`src/rtl/id_ex_stage.sv`:
```
// ID/EX pipeline register with bubble insertion, debugger hold, END-opcode drain tracking
// and a saturating count of instructions issued to EX.
module id_ex_stage #(
  parameter int unsigned DATA_W       = 32,
  parameter int unsigned DRAIN_CYCLES = 3,
  parameter int unsigned CNT_W        = 16
) (
  input  logic              clk,
  input  logic              reset,
  input  logic              inicio,
  input  logic              hold_e,
  input  logic              flush_e,
  input  logic              validD,
  input  logic [3:0]        ALUControlID,
  input  logic              RegWriteD,
  input  logic              MemtoRegD,
  input  logic [3:0]        MemWriteD,
  input  logic [1:0]        ALUSrcD,
  input  logic              RegDstD,
  input  logic [1:0]        MemReadD,
  input  logic              finalD,
  input  logic [DATA_W-1:0] RD1D,
  input  logic [DATA_W-1:0] RD2D,
  input  logic [DATA_W-1:0] SignImmD,
  input  logic [DATA_W-1:0] PCPlus4D,
  input  logic [4:0]        RsD,
  input  logic [4:0]        RtD,
  input  logic [4:0]        RdD,
  output logic [3:0]        ALUControlE,
  output logic              RegWriteE,
  output logic              MemtoRegE,
  output logic [3:0]        MemWriteE,
  output logic [1:0]        ALUSrcE,
  output logic              RegDstE,
  output logic [1:0]        MemReadE,
  output logic              finalE,
  output logic [DATA_W-1:0] RD1E,
  output logic [DATA_W-1:0] RD2E,
  output logic [DATA_W-1:0] SignImmE,
  output logic [DATA_W-1:0] PCPlus4E,
  output logic [4:0]        RsE,
  output logic [4:0]        RtE,
  output logic [4:0]        RdE,
  output logic              validE,
  output logic              draining,
  output logic              halted,
  output logic [CNT_W-1:0]  issued_cnt
);

  localparam int unsigned CTRL_W = 16;
  localparam int unsigned WORD_W = CTRL_W + 4 * DATA_W + 15;
  localparam int unsigned DCNT_W = (DRAIN_CYCLES > 1) ? $clog2(DRAIN_CYCLES) : 1;

  typedef enum logic [1:0] {S_RUN, S_DRAIN, S_HALTED} state_t;

  state_t              state_q, state_d;
  logic [DCNT_W-1:0]   drain_cnt_q, drain_cnt_d;
  logic [WORD_W-1:0]   word_q, word_d;
  logic                valid_q, valid_d;
  logic                draining_q, draining_d;
  logic                halted_q, halted_d;
  logic [CNT_W-1:0]    issued_q, issued_d;
  logic [WORD_W-1:0]   d_word;
  logic                adv;
  logic                load;

  assign d_word = {ALUControlID, RegWriteD, MemtoRegD, MemWriteD, ALUSrcD, RegDstD, MemReadD,
                   finalD, RD1D, RD2D, SignImmD, PCPlus4D, RsD, RtD, RdD};

  // Next-state: inicio clears unconditionally; otherwise only advancing edges change anything.
  always_comb begin
    state_d     = state_q;
    drain_cnt_d = drain_cnt_q;
    word_d      = word_q;
    valid_d     = valid_q;
    issued_d    = issued_q;
    adv         = !hold_e && (state_q != S_HALTED);
    load        = (state_q == S_RUN) && !flush_e && validD;
    if (inicio) begin
      state_d     = S_RUN;
      drain_cnt_d = '0;
      word_d      = '0;
      valid_d     = 1'b0;
      issued_d    = '0;
    end else if (adv) begin
      if (load) begin
        word_d  = d_word;
        valid_d = 1'b1;
        if (issued_q != {CNT_W{1'b1}}) issued_d = issued_q + CNT_W'(1);
      end else begin
        word_d  = '0;
        valid_d = 1'b0;
      end
      case (state_q)
        S_RUN: begin
          if (load && finalD) begin
            state_d     = S_DRAIN;
            drain_cnt_d = DCNT_W'(DRAIN_CYCLES - 1);
          end
        end
        S_DRAIN: begin
          if (drain_cnt_q == '0) state_d = S_HALTED;
          else drain_cnt_d = drain_cnt_q - DCNT_W'(1);
        end
        default: state_d = state_q;
      endcase
    end
    draining_d = (state_d == S_DRAIN);
    halted_d   = (state_d == S_HALTED);
  end

  always_ff @(posedge clk or negedge reset) begin
    if (!reset) begin
      state_q     <= S_RUN;
      drain_cnt_q <= '0;
      word_q      <= '0;
      valid_q     <= 1'b0;
      draining_q  <= 1'b0;
      halted_q    <= 1'b0;
      issued_q    <= '0;
    end else begin
      state_q     <= state_d;
      drain_cnt_q <= drain_cnt_d;
      word_q      <= word_d;
      valid_q     <= valid_d;
      draining_q  <= draining_d;
      halted_q    <= halted_d;
      issued_q    <= issued_d;
    end
  end

  assign {ALUControlE, RegWriteE, MemtoRegE, MemWriteE, ALUSrcE, RegDstE, MemReadE,
          finalE, RD1E, RD2E, SignImmE, PCPlus4E, RsE, RtE, RdE} = word_q;
  assign validE     = valid_q;
  assign draining   = draining_q;
  assign halted     = halted_q;
  assign issued_cnt = issued_q;

endmodule

```
`config.mk`:
```
export PLATFORM = sky130hd
export DESIGN_NAME = id_ex_stage
export DESIGN_NICKNAME = d
export VERILOG_FILES = /design/src/rtl/id_ex_stage.sv
export SDC_FILE = /design/constraint.sdc
export NUM_CORES = 1
export LEC_CHECK = 0
export ABC_AREA = 1
export BUFFER_PORTS_ARGS = -buffer_cell sky130_fd_sc_hd__clkbuf_2
export CORE_UTILIZATION = 35
export CTS_CLUSTER_DIAMETER = 30
export DETAILED_ROUTE_END_ITERATION = 6
export GPL_TIMING_DRIVEN = 0
export SYNTH_ARGS = -nofsm -noshare
export SYNTH_HDL_FRONTEND = slang
export SYNTH_SLANG_ARGS = --single-unit
```
`constraint.sdc`:
```
create_clock -name clk -period 2.2 [get_ports clk]
set_clock_uncertainty 0.2 [all_clocks]
set_input_delay 0 -clock clk [delete_from_list [all_inputs] [get_ports clk]]
set_output_delay 0 -clock clk [all_outputs]
set_load 0.05 [all_outputs]
```
* Word-level counts from Yosys, hierarchy flattened
Cells that the tools add are included.
** Operators by class
- $add $sub $neg :: 2
- Reduce and logical (&&, ||, !) cells :: 14
- Multiplexer cells :: 20
- Eq/ne operators :: 7
** Operators with widths (count)
- 159-bit 2-to-1 mux :: 3
- 16-bit 2-to-1 mux :: 4
- 16-bit by 1-bit adder with 16-bit output (second input constant) :: 1
- 2-bit 2-to-1 mux :: 8
- 16-bit != test (second input constant) :: 1
- 2-bit case mux with 2 select lines :: 2
- 2-bit nonzero test :: 3
- 2-bit by 1-bit equality test with 1-bit output (second input constant) :: 2
- 1-bit logical AND :: 4
- 2-bit logical NOT :: 2
- 4-bit AND reduction :: 1
- 1-bit 2-to-1 mux :: 3
- 3-bit by 2-bit != test with 1-bit output (second input constant) :: 1
- 3-bit != test (second input constant) :: 1
- 3-bit AND reduction :: 1
- 3-bit nonzero test :: 1
- 2-bit equality test (second input constant) :: 1
- 1-bit logical NOT :: 2
- 2-bit != test (second input constant) :: 1
- 2-bit by 1-bit subtractor with 2-bit output (second input constant) :: 1
** Storage, ports and cells
- Input bits :: 165
- Word-level logic and storage cells :: 50
- Output and inout bits :: 178
- Register bits :: 182

* Longest topological paths before layout
- Word-level depth :: 9
- Gate-level depth with buffers :: 10
- Mapped depth without buffers :: 9

* Worst setup path before layout
No wires, ideal clock.
- Path type :: reg-to-reg
- Start :: reg issued_q[0] (netlist: issued_cnt[0])
- End :: reg issued_q[13] (netlist: issued_cnt[13])
- Clock period less this slack :: 2140 ps
- Setup slack :: 60 ps
- Stages on the path, launching flop included :: 11
- Path buffers :: 1
- Data arrival time :: 1873 ps
- Cell sequence :: dfrtp_1 -> ha_1 -> inv_1 -> nor2_4 -> nand2_2 -> nor2_4 -> nor2_4 -> nor2_8 -> buf_6 -> nand2_1 -> nand2_1
** Between the ends
- Word-level cells in the longest chain between the ends :: 5
- Elaborated cells between the ends (all ways) :: 8
** RTL lines
- start: declaration :: line 62 : logic [CNT_W-1:0] issued_q, issued_d;
- start signal: assignment :: line 128 : issued_q <= issued_d;
- 16-bit by 1-bit adder with 16-bit output :: line 89 : if (issued_q != {CNT_W{1'b1}}) issued_d = issued_q + CNT_W'(1);
- 16-bit 2-to-1 mux :: line 89
- 16-bit 2-to-1 mux :: line 86 : if (load) begin
- 16-bit 2-to-1 mux :: line 85 : end else if (adv) begin
- 16-bit 2-to-1 mux :: line 79 : if (inicio) begin
Several ways; a longest one is shown, not always the timed one. The select of a mux whose other input is x is not followed.
A chain may end at the register's enable or synchronous reset.

* Worst setup path after layout
- Start :: reg issued_q[0] (netlist: issued_cnt[0])
- End :: reg issued_q[9] (netlist: issued_cnt[9])
Same word-level chain as after synthesis.

==> summary.md <==
| Metric | Value |
|---|---|
| Run status | finished with violations |
| Failing checks | DRC, hold timing |
| Final hold violation count | 57 |
| Port Buffers | 342 |
| Synth async-reset ratio | 100.0% |
| Vias | 8665 |
| Achievable Freq | 0.4929 GHz |
| Yosys cell types | 26 |
| Multi-input logic area | 2948 um2 |
| Synth top area cells | dfrtp_1 58%, nand3_1 21%, nand2_1 11% |
| Critical Path Fanout Max | 10 |
| Final setup violation count | 0 |
| Syn Area/Cell | 8.690 um2 |
| Avg Vias per Cell | 5.003 |
| CP required | 2.36 ns |
| Reg area | 4557 um2 |
| Antenna-violating nets left | 0 |
| Area share of and/or/nand/nor cells after synthesis | 35.49% |
| Antenna Cells | 0 |
| DRT Pass-1 Iters | 7 |
| Average wire per standard cell | 16.79 um |
| Post-DP HPWL | 19.93 mm |
| Clk slew on worst S/H paths | 0.08 ns |
| Clock buffer depth | 2 |
| Setup slack at placement | 0.09219 ns |
| Syn Inst Count | 910 |
| Synth Area in Adders | 0.3165% |
| Post-route cell area | 12330 um2 |
| Critical path arrival | 2.19 ns |
| Post-synth top area share | 57.59% |
| Post-route clock period utilization | 92.21% |
| Post-synthesis register bit count | 182 |
| Fillers | 1986 |
| Ys flop type | dfrtp_1 |
| Synth Area in Compound Gates | 0.8861% |
| CTS tree | built |
| Commonest cells in the netlist | 328 x nand3_1, 237 x nand2_1, 182 x dfrtp_1 |
| Root Driver | clkbuf_16 |
| Min Tclk post-route | 2.029 ns |
| RD Place Congestion | 0.8942 |
| Synthesis-to-layout area growth | 55.89% |
| Relative slew slack | 38.65% |
| Final Power | 8.053 mW |
| Die X | 152.3 um |
| Largest net degree at the start of global routing | 107 |
| Syn Std Cell Area | 7908 um2 |
| I/O pin count | 343 |
| Wirelength, routed | 29.08 mm |
| Die Area | 23200 um2 |
| Seq/Total Area, Yosys | 57.59% |
| RSZ-0062 raised after global routing | false |
| Synth Warn # | 0 |
| # hold bufs at CTS | 167 |
| DR iter-0 viols | 665 |
| Die H | 152.3 um |
| # rows | 54 |
| First-pass GRT wire length | 47.13 mm |
| Kind of critical path | flip-flop to flip-flop |
| Grt total ovfl | 0 |
| HP Class | primary input to asynchronous set/reset pin |
| Placed instance area | 10010 um2 |
| Total leakage power | 6.902 nW |
| GRT Overall Usage | 25.87% |
| Vias in the first global route | 8595 |
| Tightest Pin Transition | 0.9203 ns |
| Largest family of logic cells by synthesized area | simple AND/OR/NAND/NOR gates |
| Cell taking the most area after synthesis | dfrtp_1 |
| Remaining DRCs | 10 |
| Pwr dens | 653.3 nW/um2 |
| Initial antenna violation count | 0 |
| Layout cells sized above 1 | 28.72% |
| VDD IR-drop max | 0.4615 mV |
| Layout Nets | 1606 |
| Cell with the most instances after synthesis | nand3_1 |
| Worst hold slack | -0.07399 ns |
| CORE AREA | 21960 um2 |
| Starting Density | 36.01% |
| CP Launch Type | flip-flop |
| CTS buffer count | 17 |
| Setup Buffers After CTS | 0 |
| Max cap viols | 0 |
| Syn nets | 1077 |
| Clk sinks | 182 |
| Clk Latency, worst-skew pair | 0.43 ns |
| Post-synthesis mux area share | 0% |
| CP Capture Type | flip-flop |
| Slew Limit Fails | 0 |
| H-tree depth | 4 |
| Final Worst Setup Slack | 0.1713 ns |
| Number of enable flip-flop cells after synthesis | 0 |
| Xor/xnor share of the synthesized area | 0.4430% |
-- registers in the layout, summed over array words and instances, names as in the netlist --
register and flops:
draining 1, drain_cnt_q 2, validE 1, state_q 2, halted 1, word_q 159
issued_cnt 16
-- per-stage QoR --
step | instances | hold WS [ns] | utilization (%) | TNS (ns)
6_report | 1732 | -0.07399 | 56.14 | 0
5_1_grt | 1732 | -0.03651 | 56.14 | 0
4_1_cts | 1732 | -0.06867 | 56.04 | 0
3_5_place_dp | 1533 | -0.1238 | 45.57 | 0
3_3_place_gp | 1532 | 0.02629 | 45.40 | -505.43
2_1_floorplan | 910 | -0.4956 | - | 0
-- cell usage in the layout, fill, tap and decap left out, types with 2 or more instances in the layout --
| master | count |
|---|---|
| a21oi_1 | 2 |
| buf_1 | 3 |
| buf_2 | 17 |
| buf_4 | 5 |
| bufinv_16 | 2 |
| clkbuf_1 | 44 |
| clkbuf_16 | 17 |
| clkbuf_2 | 343 |
| clkinv_4 | 2 |
| clkinv_8 | 2 |
| dfrtp_1 | 180 |
| dfrtp_2 | 2 |
| dlygate4sd3_1 | 166 |
| inv_1 | 22 |
| inv_2 | 2 |
| inv_6 | 2 |
| inv_8 | 6 |
| nand2_1 | 237 |
| nand3_1 | 328 |
| nand3b_1 | 2 |
| nand4_1 | 16 |
| nor2_1 | 18 |
| nor2_2 | 3 |
| nor2_4 | 3 |
| o21ai_0 | 4 |
| o21bai_1 | 4 |
| or2_2 | 2 |
| xor2_1 | 3 |
-- worst max-delay path, cell delays in order (launching register included) --
cell     delay [ns]
dfrtp_2        0.45
ha_2           0.25
inv_1          0.09
nor2_4         0.19
nand2_2        0.10
nor2_4         0.14
nor2_4         0.08
nor2_8         0.15
buf_6          0.17
nand2_1        0.06
nand2_1        0.08
-- area by class of cell --
class	count	area share (%)
well taps	280	2.842
clock buffers	17	3.451
multi-input cells	630	23.91
flip-flops and latches	182	36.97
inverters	25	0.7613
repair buffers	510	27.76
plain buffers	73	2.659
clock inverters	15	1.644
-- repair_timing --
action | CTS | global route
setup endpoints to repair | 0 | 38
gates resized for setup | 0 | 14
endpoints found under the hold margin | 256 | 57
-- metal layers --
metal | vias up | part of all wire (%) | track usage [%]
met4 | 0 | 5.3 | 14.53
li1 | 4110 | - | -
met5 | - | 0 | 0
met1 | 4123 | 42 | 32.63
met2 | 341 | 47 | 41.21
met3 | 91 | 5.7 | 5.745
-- worst paths after layout --
path,start,end,slack [ns],cells after the start
min in group clk,PCPlus4D[6],word_q[21],0.13,4
setup / recovery,issued_cnt[0],issued_cnt[9],0.17,10
hold / removal,reset,state_q[1],-0.07,2
hold reg to reg,word_q[64],word_q[64],0.31,2
max in group asynchronous,reset,issued_cnt[0],0.54,3
setup reg to reg,issued_cnt[0],issued_cnt[9],0.17,10
-- where the power goes --
group          internal, mW  total [mW]  switching [mW]
logic                 0.460        1.30           0.840
registers              3.42        3.48          0.0546
clock network          1.75        3.27            1.52
total                  5.64        8.05            2.41
-- logic make-up after synthesis --
kind of cell | Yosys count
flops | 182
compound gates | 12
xor+xnor | 4
simple gates | 612
fa+ha+maj | 2
buf+inv | 98
Note: power is estimated with default switching activity, not from simulation.
